<file path="config.mk">
export PLATFORM = sky130hd
export DESIGN_NAME = seg_scan_display
export DESIGN_NICKNAME = d
export VERILOG_FILES = /design/src/rtl/seg_scan_display.sv
export SDC_FILE = /design/constraint.sdc
export NUM_CORES = 1
export LEC_CHECK = 0
export CAP_MARGIN = 5
export CORE_MARGIN = 1.5
export CORE_UTILIZATION = 45
export DETAILED_ROUTE_END_ITERATION = 8
export PLACE_DENSITY = 0.71
export SYNTH_ARGS = -nofsm -noshare
export SYNTH_HDL_FRONTEND = slang
export SYNTH_SLANG_ARGS = --single-unit
</file>
<file path="constraint.sdc">
create_clock -name clk -period 3.33 [get_ports clk]
set_input_delay 0.4995 -clock clk [delete_from_list [all_inputs] [get_ports clk]]
set_output_delay 0.4995 -clock clk [all_outputs]
set_load 0.05 [all_outputs]
</file>
<file path="src/rtl/seg_scan_display.sv">
// Multiplexed seven-segment driver: extends a small wrapping input with a
// wrap-count extension, converts the result to BCD with a sequential
// double-dabble engine and scans DIGITS common-anode digits.
//
// state | meaning
// IDLE  | waiting for value_o to differ from the last converted source
// SHIFT | double-dabble add-3/shift, one bit per cycle, VAL_W cycles
// DONE  | copy BCD result and overflow flag into the display registers
module seg_scan_display #(
  parameter int IN_W     = 5,
  parameter int EXT_W    = 8,
  parameter int DIGITS   = 4,
  parameter int SCAN_DIV = 65536,
  parameter int WRAP_HI  = 29,
  parameter int WRAP_LO  = 5
) (
  input  logic                   clk,
  input  logic                   rst_n,
  input  logic [IN_W-1:0]        inp,
  input  logic                   clr_ext,
  input  logic                   hex_mode,
  input  logic                   blank_lz,
  input  logic [DIGITS-1:0]      dp_mask,
  output logic [DIGITS-1:0]      an,
  output logic [7:0]             seven,
  output logic [IN_W+EXT_W-1:0]  value_o,
  output logic                   busy
);

  function automatic logic [63:0] pow10(input int n);
    logic [63:0] r;
    r = 64'd1;
    for (int k = 0; k < n; k++) r = r * 64'd10;
    return r;
  endfunction

  function automatic logic [6:0] glyph(input logic [3:0] d);
    case (d)
      4'h0:    glyph = 7'b0000001;
      4'h1:    glyph = 7'b1001111;
      4'h2:    glyph = 7'b0010010;
      4'h3:    glyph = 7'b0000110;
      4'h4:    glyph = 7'b1001100;
      4'h5:    glyph = 7'b0100100;
      4'h6:    glyph = 7'b0100000;
      4'h7:    glyph = 7'b0001111;
      4'h8:    glyph = 7'b0000000;
      4'h9:    glyph = 7'b0000100;
      4'hA:    glyph = 7'b0001000;
      4'hB:    glyph = 7'b1100000;
      4'hC:    glyph = 7'b0110001;
      4'hD:    glyph = 7'b1000010;
      4'hE:    glyph = 7'b0110000;
      default: glyph = 7'b0111000;
    endcase
  endfunction

  localparam int VAL_W  = IN_W + EXT_W;
  localparam int BCD_W  = 4 * DIGITS;
  localparam int CNT_W  = $clog2(VAL_W + 1);
  localparam int SCNT_W = $clog2(SCAN_DIV);
  localparam int IDX_W  = (DIGITS > 1) ? $clog2(DIGITS) : 1;

  localparam logic [IN_W-1:0]   WRAP_HI_V = IN_W'(WRAP_HI);
  localparam logic [IN_W-1:0]   WRAP_LO_V = IN_W'(WRAP_LO);
  localparam logic [CNT_W-1:0]  CNT_LD    = CNT_W'(VAL_W - 1);
  localparam logic [SCNT_W-1:0] SCNT_RLD  = SCNT_W'(SCAN_DIV - 1);
  localparam logic [IDX_W-1:0]  IDX_LAST  = IDX_W'(DIGITS - 1);
  localparam logic [63:0]       OVF_LIM   = pow10(DIGITS);

  typedef enum logic [1:0] {S_IDLE, S_SHIFT, S_DONE} state_t;

  logic [IN_W-1:0]   inp_q;
  logic [EXT_W-1:0]  ext_q;
  logic [VAL_W-1:0]  value_q;
  logic              wrap;

  state_t            state_q, state_d;
  logic [VAL_W-1:0]  src_q, src_d, sh_q, sh_d;
  logic [BCD_W-1:0]  bcd_q, bcd_d, bcd_adj;
  logic [CNT_W-1:0]  cnt_q, cnt_d;
  logic              ovf_q, ovf_d;
  logic [BCD_W-1:0]  disp_bcd_q, disp_bcd_d;
  logic              disp_ovf_q, disp_ovf_d;

  logic [SCNT_W-1:0] scnt_q;
  logic [IDX_W-1:0]  idx_q, idx_n;
  logic [DIGITS-1:0] an_q, an_d;
  logic [7:0]        seven_q, seven_d;
  logic [BCD_W-1:0]  hex_src;
  logic [3:0]        dig [DIGITS];
  logic [DIGITS-1:0] blank;
  logic              zero_above;
  logic [6:0]        seg;

  assign wrap    = (inp_q > WRAP_HI_V) && (inp < WRAP_LO_V);
  assign value_q = {ext_q, inp_q};
  assign value_o = value_q;
  assign busy    = (state_q != S_IDLE);
  assign hex_src = BCD_W'(value_q);
  assign an      = an_q;
  assign seven   = seven_q;

  // Input capture and wrap-extension counter; clear wins over a wrap.
  always_ff @(posedge clk) begin
    if (!rst_n) begin
      inp_q <= '0;
      ext_q <= '0;
    end else begin
      inp_q <= inp;
      if (clr_ext)   ext_q <= '0;
      else if (wrap) ext_q <= ext_q + EXT_W'(1);
    end
  end

  // Converter state and datapath registers.
  always_ff @(posedge clk) begin
    if (!rst_n) begin
      state_q    <= S_IDLE;
      src_q      <= '0;
      sh_q       <= '0;
      bcd_q      <= '0;
      cnt_q      <= '0;
      ovf_q      <= 1'b0;
      disp_bcd_q <= '0;
      disp_ovf_q <= 1'b0;
    end else begin
      state_q    <= state_d;
      src_q      <= src_d;
      sh_q       <= sh_d;
      bcd_q      <= bcd_d;
      cnt_q      <= cnt_d;
      ovf_q      <= ovf_d;
      disp_bcd_q <= disp_bcd_d;
      disp_ovf_q <= disp_ovf_d;
    end
  end

  // Converter next state: load on change, add-3/shift, then publish.
  always_comb begin
    state_d    = state_q;
    src_d      = src_q;
    sh_d       = sh_q;
    bcd_d      = bcd_q;
    cnt_d      = cnt_q;
    ovf_d      = ovf_q;
    disp_bcd_d = disp_bcd_q;
    disp_ovf_d = disp_ovf_q;
    bcd_adj    = bcd_q;
    for (int i = 0; i < DIGITS; i++) begin
      if (bcd_q[4*i +: 4] >= 4'd5) bcd_adj[4*i +: 4] = bcd_q[4*i +: 4] + 4'd3;
    end
    case (state_q)
      S_IDLE: begin
        if (value_q != src_q) begin
          src_d   = value_q;
          sh_d    = value_q;
          bcd_d   = '0;
          cnt_d   = CNT_LD;
          ovf_d   = (64'(value_q) >= OVF_LIM);
          state_d = S_SHIFT;
        end
      end
      S_SHIFT: begin
        // Upper BCD bits beyond DIGITS are dropped; that case shows as overflow.
        {bcd_d, sh_d} = {bcd_adj, sh_q} << 1;
        if (cnt_q == '0) state_d = S_DONE;
        else             cnt_d   = cnt_q - CNT_W'(1);
      end
      S_DONE: begin
        disp_bcd_d = bcd_q;
        disp_ovf_d = ovf_q;
        state_d    = S_IDLE;
      end
      default: state_d = S_IDLE;
    endcase
  end

  // Glyph for the digit that becomes active at the next scan slot.
  always_comb begin
    idx_n      = (idx_q == IDX_LAST) ? '0 : idx_q + IDX_W'(1);
    zero_above = 1'b1;
    blank      = '0;
    for (int i = DIGITS - 1; i >= 0; i--) begin
      dig[i]     = hex_mode ? hex_src[4*i +: 4] : disp_bcd_q[4*i +: 4];
      zero_above = zero_above && (dig[i] == 4'd0);
      blank[i]   = blank_lz && zero_above && (i != 0);
    end
    if (disp_ovf_q && !hex_mode) seg = 7'b1111110;
    else if (blank[idx_n])       seg = 7'b1111111;
    else                         seg = glyph(dig[idx_n]);
    seven_d = {seg, ~dp_mask[idx_n]};
    an_d    = ~(DIGITS'(1) << idx_n);
  end

  // Scan timer: reload and register the next digit's anode and segments.
  always_ff @(posedge clk) begin
    if (!rst_n) begin
      scnt_q  <= SCNT_RLD;
      idx_q   <= IDX_LAST;
      an_q    <= '1;
      seven_q <= 8'hFF;
    end else if (scnt_q == '0) begin
      scnt_q  <= SCNT_RLD;
      idx_q   <= idx_n;
      an_q    <= an_d;
      seven_q <= seven_d;
    end else begin
      scnt_q  <= scnt_q - SCNT_W'(1);
    end
  end

endmodule

</file>
==> results.json, run 1 <==
{
  "insertion_delay_ns": 0.36,
  "critPathBufInv": 1,
  "coreArea_mm2": 0.0115,
  "synth_flop_cell": "dfxtp_1",
  "synth_cells": 614,
  "num_vias": 4270,
  "io_pins": 40,
  "yosys-top-cells-area": "dfxtp_1 (40%), nand2_1 (7.2%), a21boi_1 (5.2%)",
  "slowest_stage": "mux4_2",
  "rsz0062_at_grt": "no",
  "hold_path_class": "flip-flop to flip-flop",
  "ant_nets": 0,
  "cts_root_buf": "clkbuf_16",
  "crit_required_ns": 3.57,
  "max_slew_margin": 0.301,
  "fmax_mhz": 345,
  "syn_to_final_growth_pct": 14.1,
  "cts_buffer_depth": 2,
  "ys_types": 51,
  "ys_seq_elements": 107,
  "finalCritPeriodShare": 0.870,
  "synth-edff-count": 0,
  "drcViolationCount": 0,
  "cts_hold_buffers": 0,
  "clock-sinks": 107,
  "place.gp.congestion": 0.873,
  "postCtsResizedCells": 0,
  "cts_setup_buffers": 0,
  "num_rows": 39,
  "hold_viol": 0,
  "postSynth.asyncResetShare": 0,
  "grtUsageTotal": 0.198,
  "grt_antenna_before_repair": 0,
  "netlist.top_cell.by_area": "dfxtp_1",
  "clock-skew-final_ns": 0.00889,
  "syn_nets": 650,
  "dpl_worst_slack_ns": 0.353,
  "timing.final.ws_setup_ns": 0.433,
  "portBuffers": 39,
  "vdd_ir_drop_max_uv": 415,
  "path_clk_slew_ns": 0.07,
  "final.setup.tns_ns": 0,
  "p_leak_nw": 2.15,
  "drv_slew": 0,
  "grt_max_degree": 67,
  "cellPowerDensity_mw_per_mm2": 483,
  "ys_warn_count": 0,
  "cts_made_buffers": 9,
  "timing.final.crit_period_ns": 2.90,
  "path_common_cell": "ha_1",
  "fp.dieH_um": 112,
  "diodes": 0,
  "routed_wirelength_mm": 11.7,
  "arrival_ns": 3.14,
  "final_nets": 668,
  "synth.top_cell.area_share": 0.403,
  "htree_levels": 3,
  "die_w_um": 112,
  "syn-cell-area_mm2": 0.00531,
  "cp_top_family": "multiplexers",
  "dp_hpwl_mm": 8.02,
  "status": "finished, final reports clean",
  "via_per_inst": 5.47,
  "routedWlPerCell_um": 15.0,
  "start_util": 0.463,
  "drt_iter0_drc": 233,
  "cpPeakStageDelay_ns": 0.56,
  "die-area_mm2": 0.0125,
  "yosysSeqAreaShare": 0.403,
  "worst-setup-path-type": "flip-flop to flip-flop",
  "startpoint_type": "flip-flop",
  "gr-total-overflow": 0,
  "drive_gt1_frac": 0.0581,
  "setup_viol": 0,
  "path_cells": "ha_1, nor2_1, mux4_2, mux2i_1, inv_1, ha_1, nand2_1, a21oi_1, o32a_1",
  "grt_first_pass_wirelength_mm": 20.1,
  "maxCapViolations": 0,
  "dr.pass1.iters": 4,
  "path_max_fanout": 10,
  "synth_area_per_cell_um2": 8.65,
  "grt_pass1_vias": 4185,
  "worstMarginPinSlew_ns": 1.05,
  "cp-end-kind": "flip-flop",
  "cts_tree": "done"
}
==> kinds of logic (layout without fill, tap and decap cells) <==
logic type                 after synthesis  after routing  share of synthesized area
and+or+nand+nor                        232            232                      0.210
buffers and inverters                   61             84                     0.0518
xor gates and xnor gates                38             38                     0.0626
AOI/OAI and AO/OA                      135            135                      0.178
adders and majority gates               22             22                     0.0518
DFF                                    107            107                      0.403
muxes                                   19             19                     0.0429
==> synthesized netlist by cell type (2+ instances only) <==
master,number
o21ai_1,4
buf_4,4
buf_2,7
nor4_1,7
or4_1,2
o22ai_1,2
o21ai_0,17
a21oi_1,21
mux2i_1,16
a21boi_0,16
nor2_1,27
xnor2_1,23
nand2b_1,11
nand4_1,10
dfxtp_1,107
nor2b_1,9
mux4_2,3
a31oi_1,5
a22oi_1,15
a21boi_1,37
nand3_1,27
and2_1,6
nor3_1,15
inv_1,19
nand2_1,102
nand3b_1,2
or3_1,4
and3_1,4
buf_6,3
a211oi_2,2
o32a_1,6
ha_1,22
clkbuf_1,27
xor2_1,15
==> cells in the final DEF, fill, tap and decap left out, types with 10 or more instances in the layout <==
cell             synthesis  final
dfxtp_1                107    107
nand2_1                102    102
clkdlybuf4s50_1          0     38
a21boi_1                37     37
nor2_1                  27     27
nand3_1                 27     27
xnor2_1                 23     23
ha_1                    22     22
a21oi_1                 21     21
inv_1                   19     19
o21ai_0                 17     17
mux2i_1                 16     16
a21boi_0                16     16
xor2_1                  15     15
a22oi_1                 15     15
nor3_1                  15     15
nand2b_1                11     11
nand4_1                 10     10
==> path summary, 6_finish.rpt <==
path	startpoint	to	slack, ns	cells after the start
min reg2reg	scnt_q[0]	scnt_q[0]	0.40	1
min	scnt_q[0]	scnt_q[0]	0.40	1
max reg2reg	idx_q[0]	seven[1]	0.43	9
max	idx_q[0]	seven[1]	0.43	9
==> power breakdown <==
| part | internal (mW) | total [mW] | leakage [nW] | switching, mW |
|---|---|---|---|---|
| Sequential | 1.32 | 1.36 | 0.867 | 0.0375 |
| Combinational | 0.171 | 0.538 | 1.14 | 0.367 |
| Clock | 0.550 | 1.03 | 0.139 | 0.477 |
| Total | 2.04 | 2.93 | 2.15 | 0.882 |
==> registers in the layout (all words and copies together), names as in the netlist, 4 cells and up <==
name        flops
an              4
bcd_q          16
src_q          13
sh_q           13
disp_bcd_q     16
cnt_q           4
inp_q           5
scnt_q         16
seven           8
ext_q           8
==> area by class of cell <==
type / instances / area, um2
fillers: 1052 / 5410
multi-input cells: 446 / 2910
flip-flops and latches: 107 / 2140
repair buffers: 49 / 473
clock buffers: 11 / 253
well taps: 143 / 179
inverters: 19 / 71.3
clock inverters: 5 / 36.3
==> metrics by stage <==
stage	hold slack (ns)	total power [mW]	instance area (um2)	utilization	std cells
floorplan	0.371	1.81	5310	-	614
global placement	0.379	1.91	5770	0.503	764
detailed placement	0.385	1.92	5770	0.503	764
CTS	0.401	2.95	6060	0.529	780
global route	0.418	3.06	6060	0.529	780
finish	0.396	2.93	6060	0.529	780
==> per-layer routing <==
| layer | vias up | track usage | share of wire |
|---|---|---|---|
| met4 | 0 | 0.0675 | 0.016 |
| met5 | - | 0 | 0 |
| met3 | 19 | 0.0555 | 0.059 |
| met2 | 113 | 0.324 | 0.47 |
| met1 | 1982 | 0.250 | 0.45 |
| li1 | 2156 | - | - |
No activity file was read; power rests on OpenSTA's default activity.
==> inputs of run 2 (changes only) <==
CAP_MARGIN = 10   (was 5)
RECOVER_POWER = 50   (was unset)
SKIP_LAST_GASP = 1   (was unset)
==> results.json, run 2 (synthesized netlist as in run 1, its figures left out) <==
{
  "status": "finished, violations left",
  "violations": "capacitance limit, slew limit",
  "clock-sinks": 107,
  "max_slew_margin": -0.325,
  "io_pins": 40,
  "slowest_stage": "mux4_2",
  "worst-setup-path-type": "flip-flop to flip-flop",
  "die_w_um": 112,
  "via_per_inst": 5.47,
  "r2r_start": "idx_q[0]",
  "grt_first_pass_wirelength_mm": 20.1,
  "arrival_ns": 3.13,
  "grt_pass1_vias": 4185,
  "routed_wirelength_mm": 11.7,
  "cts_root_buf": "clkbuf_16",
  "insertion_delay_ns": 0.36,
  "grt_max_degree": 67,
  "grtUsageTotal": 0.198,
  "finalCritPeriodShare": 0.868,
  "drive_gt1_frac": 0.0549,
  "path_max_fanout": 10,
  "place.gp.congestion": 0.873,
  "portBuffers": 39,
  "htree_levels": 3,
  "p_leak_nw": 2.11,
  "cellPowerDensity_mw_per_mm2": 483,
  "r2r_slack_ns": 0.44,
  "drt_iter0_drc": 239,
  "hold_path_class": "flip-flop to flip-flop",
  "dp_hpwl_mm": 8.02,
  "fin_util": 0.528,
  "rsz0062_at_grt": "no",
  "fill_cells": 1056,
  "worstMarginPinSlew_ns": 1.99,
  "cts_hold_buffers": 0,
  "num_vias": 4264,
  "routedWlPerCell_um": 15.0,
  "startpoint_type": "flip-flop",
  "coreArea_mm2": 0.0115,
  "multiInputGateArea_mm2": 0.00291,
  "postCtsResizedCells": 0,
  "cp-end-kind": "flip-flop",
  "fp.dieH_um": 112,
  "crit_start": "idx_q[0]",
  "gr-total-overflow": 0,
  "cts_buffer_depth": 2,
  "drcViolationCount": 0,
  "final_nets": 668,
  "hold_start": "scnt_q[0]",
  "cts_tree": "done",
  "clock-skew-final_ns": 0.00990,
  "timing.final.ws_setup_ns": 0.438,
  "num_rows": 39,
  "timing.final.crit_period_ns": 2.89,
  "seqCellArea_mm2": 0.00214,
  "fmax_mhz": 346,
  "crit_required_ns": 3.57,
  "setup_viol": 0,
  "reg.largest.list": "bcd_q: 16 flops, disp_bcd_q: 16 flops, scnt_q: 16 flops",
  "layout_commonest_cell": "dfxtp_1",
  "vdd_ir_drop_max_uv": 414,
  "cpPeakStageDelay_ns": 0.56,
  "grt_antenna_before_repair": 0,
  "path_clk_slew_ns": 0.07,
  "hold_viol": 0,
  "start_util": 0.463,
  "dpl_worst_slack_ns": 0.353,
  "drv_slew": 67,
  "path_cells": "ha_1, nor2_1, mux4_2, mux2i_1, inv_1, ha_1, nand2_1, a21oi_1, o32a_1",
  "syn_to_final_growth_pct": 13.9,
  "dr.pass1.iters": 4,
  "die-area_mm2": 0.0125,
  "maxCapViolations": 1,
  "cts_made_buffers": 9,
  "final.setup.tns_ns": 0,
  "diodes": 0,
  "ant_nets": 0,
  "path_common_cell": "ha_1",
  "final_cell_mix": "dfxtp_1 (107), nand2_1 (102), a21boi_1 (37), nor2_1 (27), nand3_1 (27)",
  "cts_setup_buffers": 0
}
[run 2: cell types whose count changed in the layout (fill, tap and decap cells not counted)]
cell / before / now
clkdlybuf4s50_1: 38 / 24
buf_12: 1 / 0
and2_1: 6 / 3
and2_0: 0 / 3
clkbuf_1: 0 / 1
dlymetal6s4s_1: 0 / 1
buf_4: 9 / 8
dlygate4sd3_1: 0 / 14
[run 2: final timing paths]
kind / to / cells past startpoint
worst min-delay path: scnt_q[0] / 1
worst max register to register: seven[1] / 9
worst min register to register: scnt_q[0] / 1
worst max-delay path: seven[1] / 9
[run 2: final cells by class]
| class | count | area share |
|---|---|---|
| clock buffer | 11 | 0.0418 |
| clock inverter | 5 | 0.00600 |
| inverter | 19 | 0.0118 |
| multi-input combinational | 446 | 0.480 |
| sequential | 107 | 0.354 |
| tap | 143 | 0.0296 |
| timing repair buffer | 49 | 0.0763 |
[run 2: metal layers]
metal,share of wire,global-route usage
met1,0.46,0.250
met2,0.48,0.324
met3,0.046,0.0555
met4,0.015,0.0675
met5,0,0
[run 2: stage by stage]
| stage | power, mW | hold slack [ns] | instance area [um2] | cells |
|---|---|---|---|---|
| floorplan | 1.81 | 0.371 | 5310 | 614 |
| global placement | 1.91 | 0.379 | 5770 | 764 |
| detailed placement | 1.92 | 0.385 | 5770 | 764 |
| CTS | 2.95 | 0.401 | 6060 | 780 |
| global route | 3.06 | 0.418 | 6050 | 780 |
| finish | 2.92 | 0.396 | 6050 | 780 |
[run 2: power by group]
| group | internal [mW] | switching (mW) |
|---|---|---|
| Combinational | 0.170 | 0.367 |
| Clock | 0.551 | 0.478 |
| Sequential | 1.32 | 0.0374 |
[run 2: worst max-delay path: cells and delay by family (launching register included)]
family	cells	cell delay [ns]
and+or+nand+nor	2	0.38
muxes	2	0.89
adders and majority gates	2	0.53
buffers and inverters	1	0.14
DFF	1	0.41
AOI/OAI and AO/OA	2	0.42
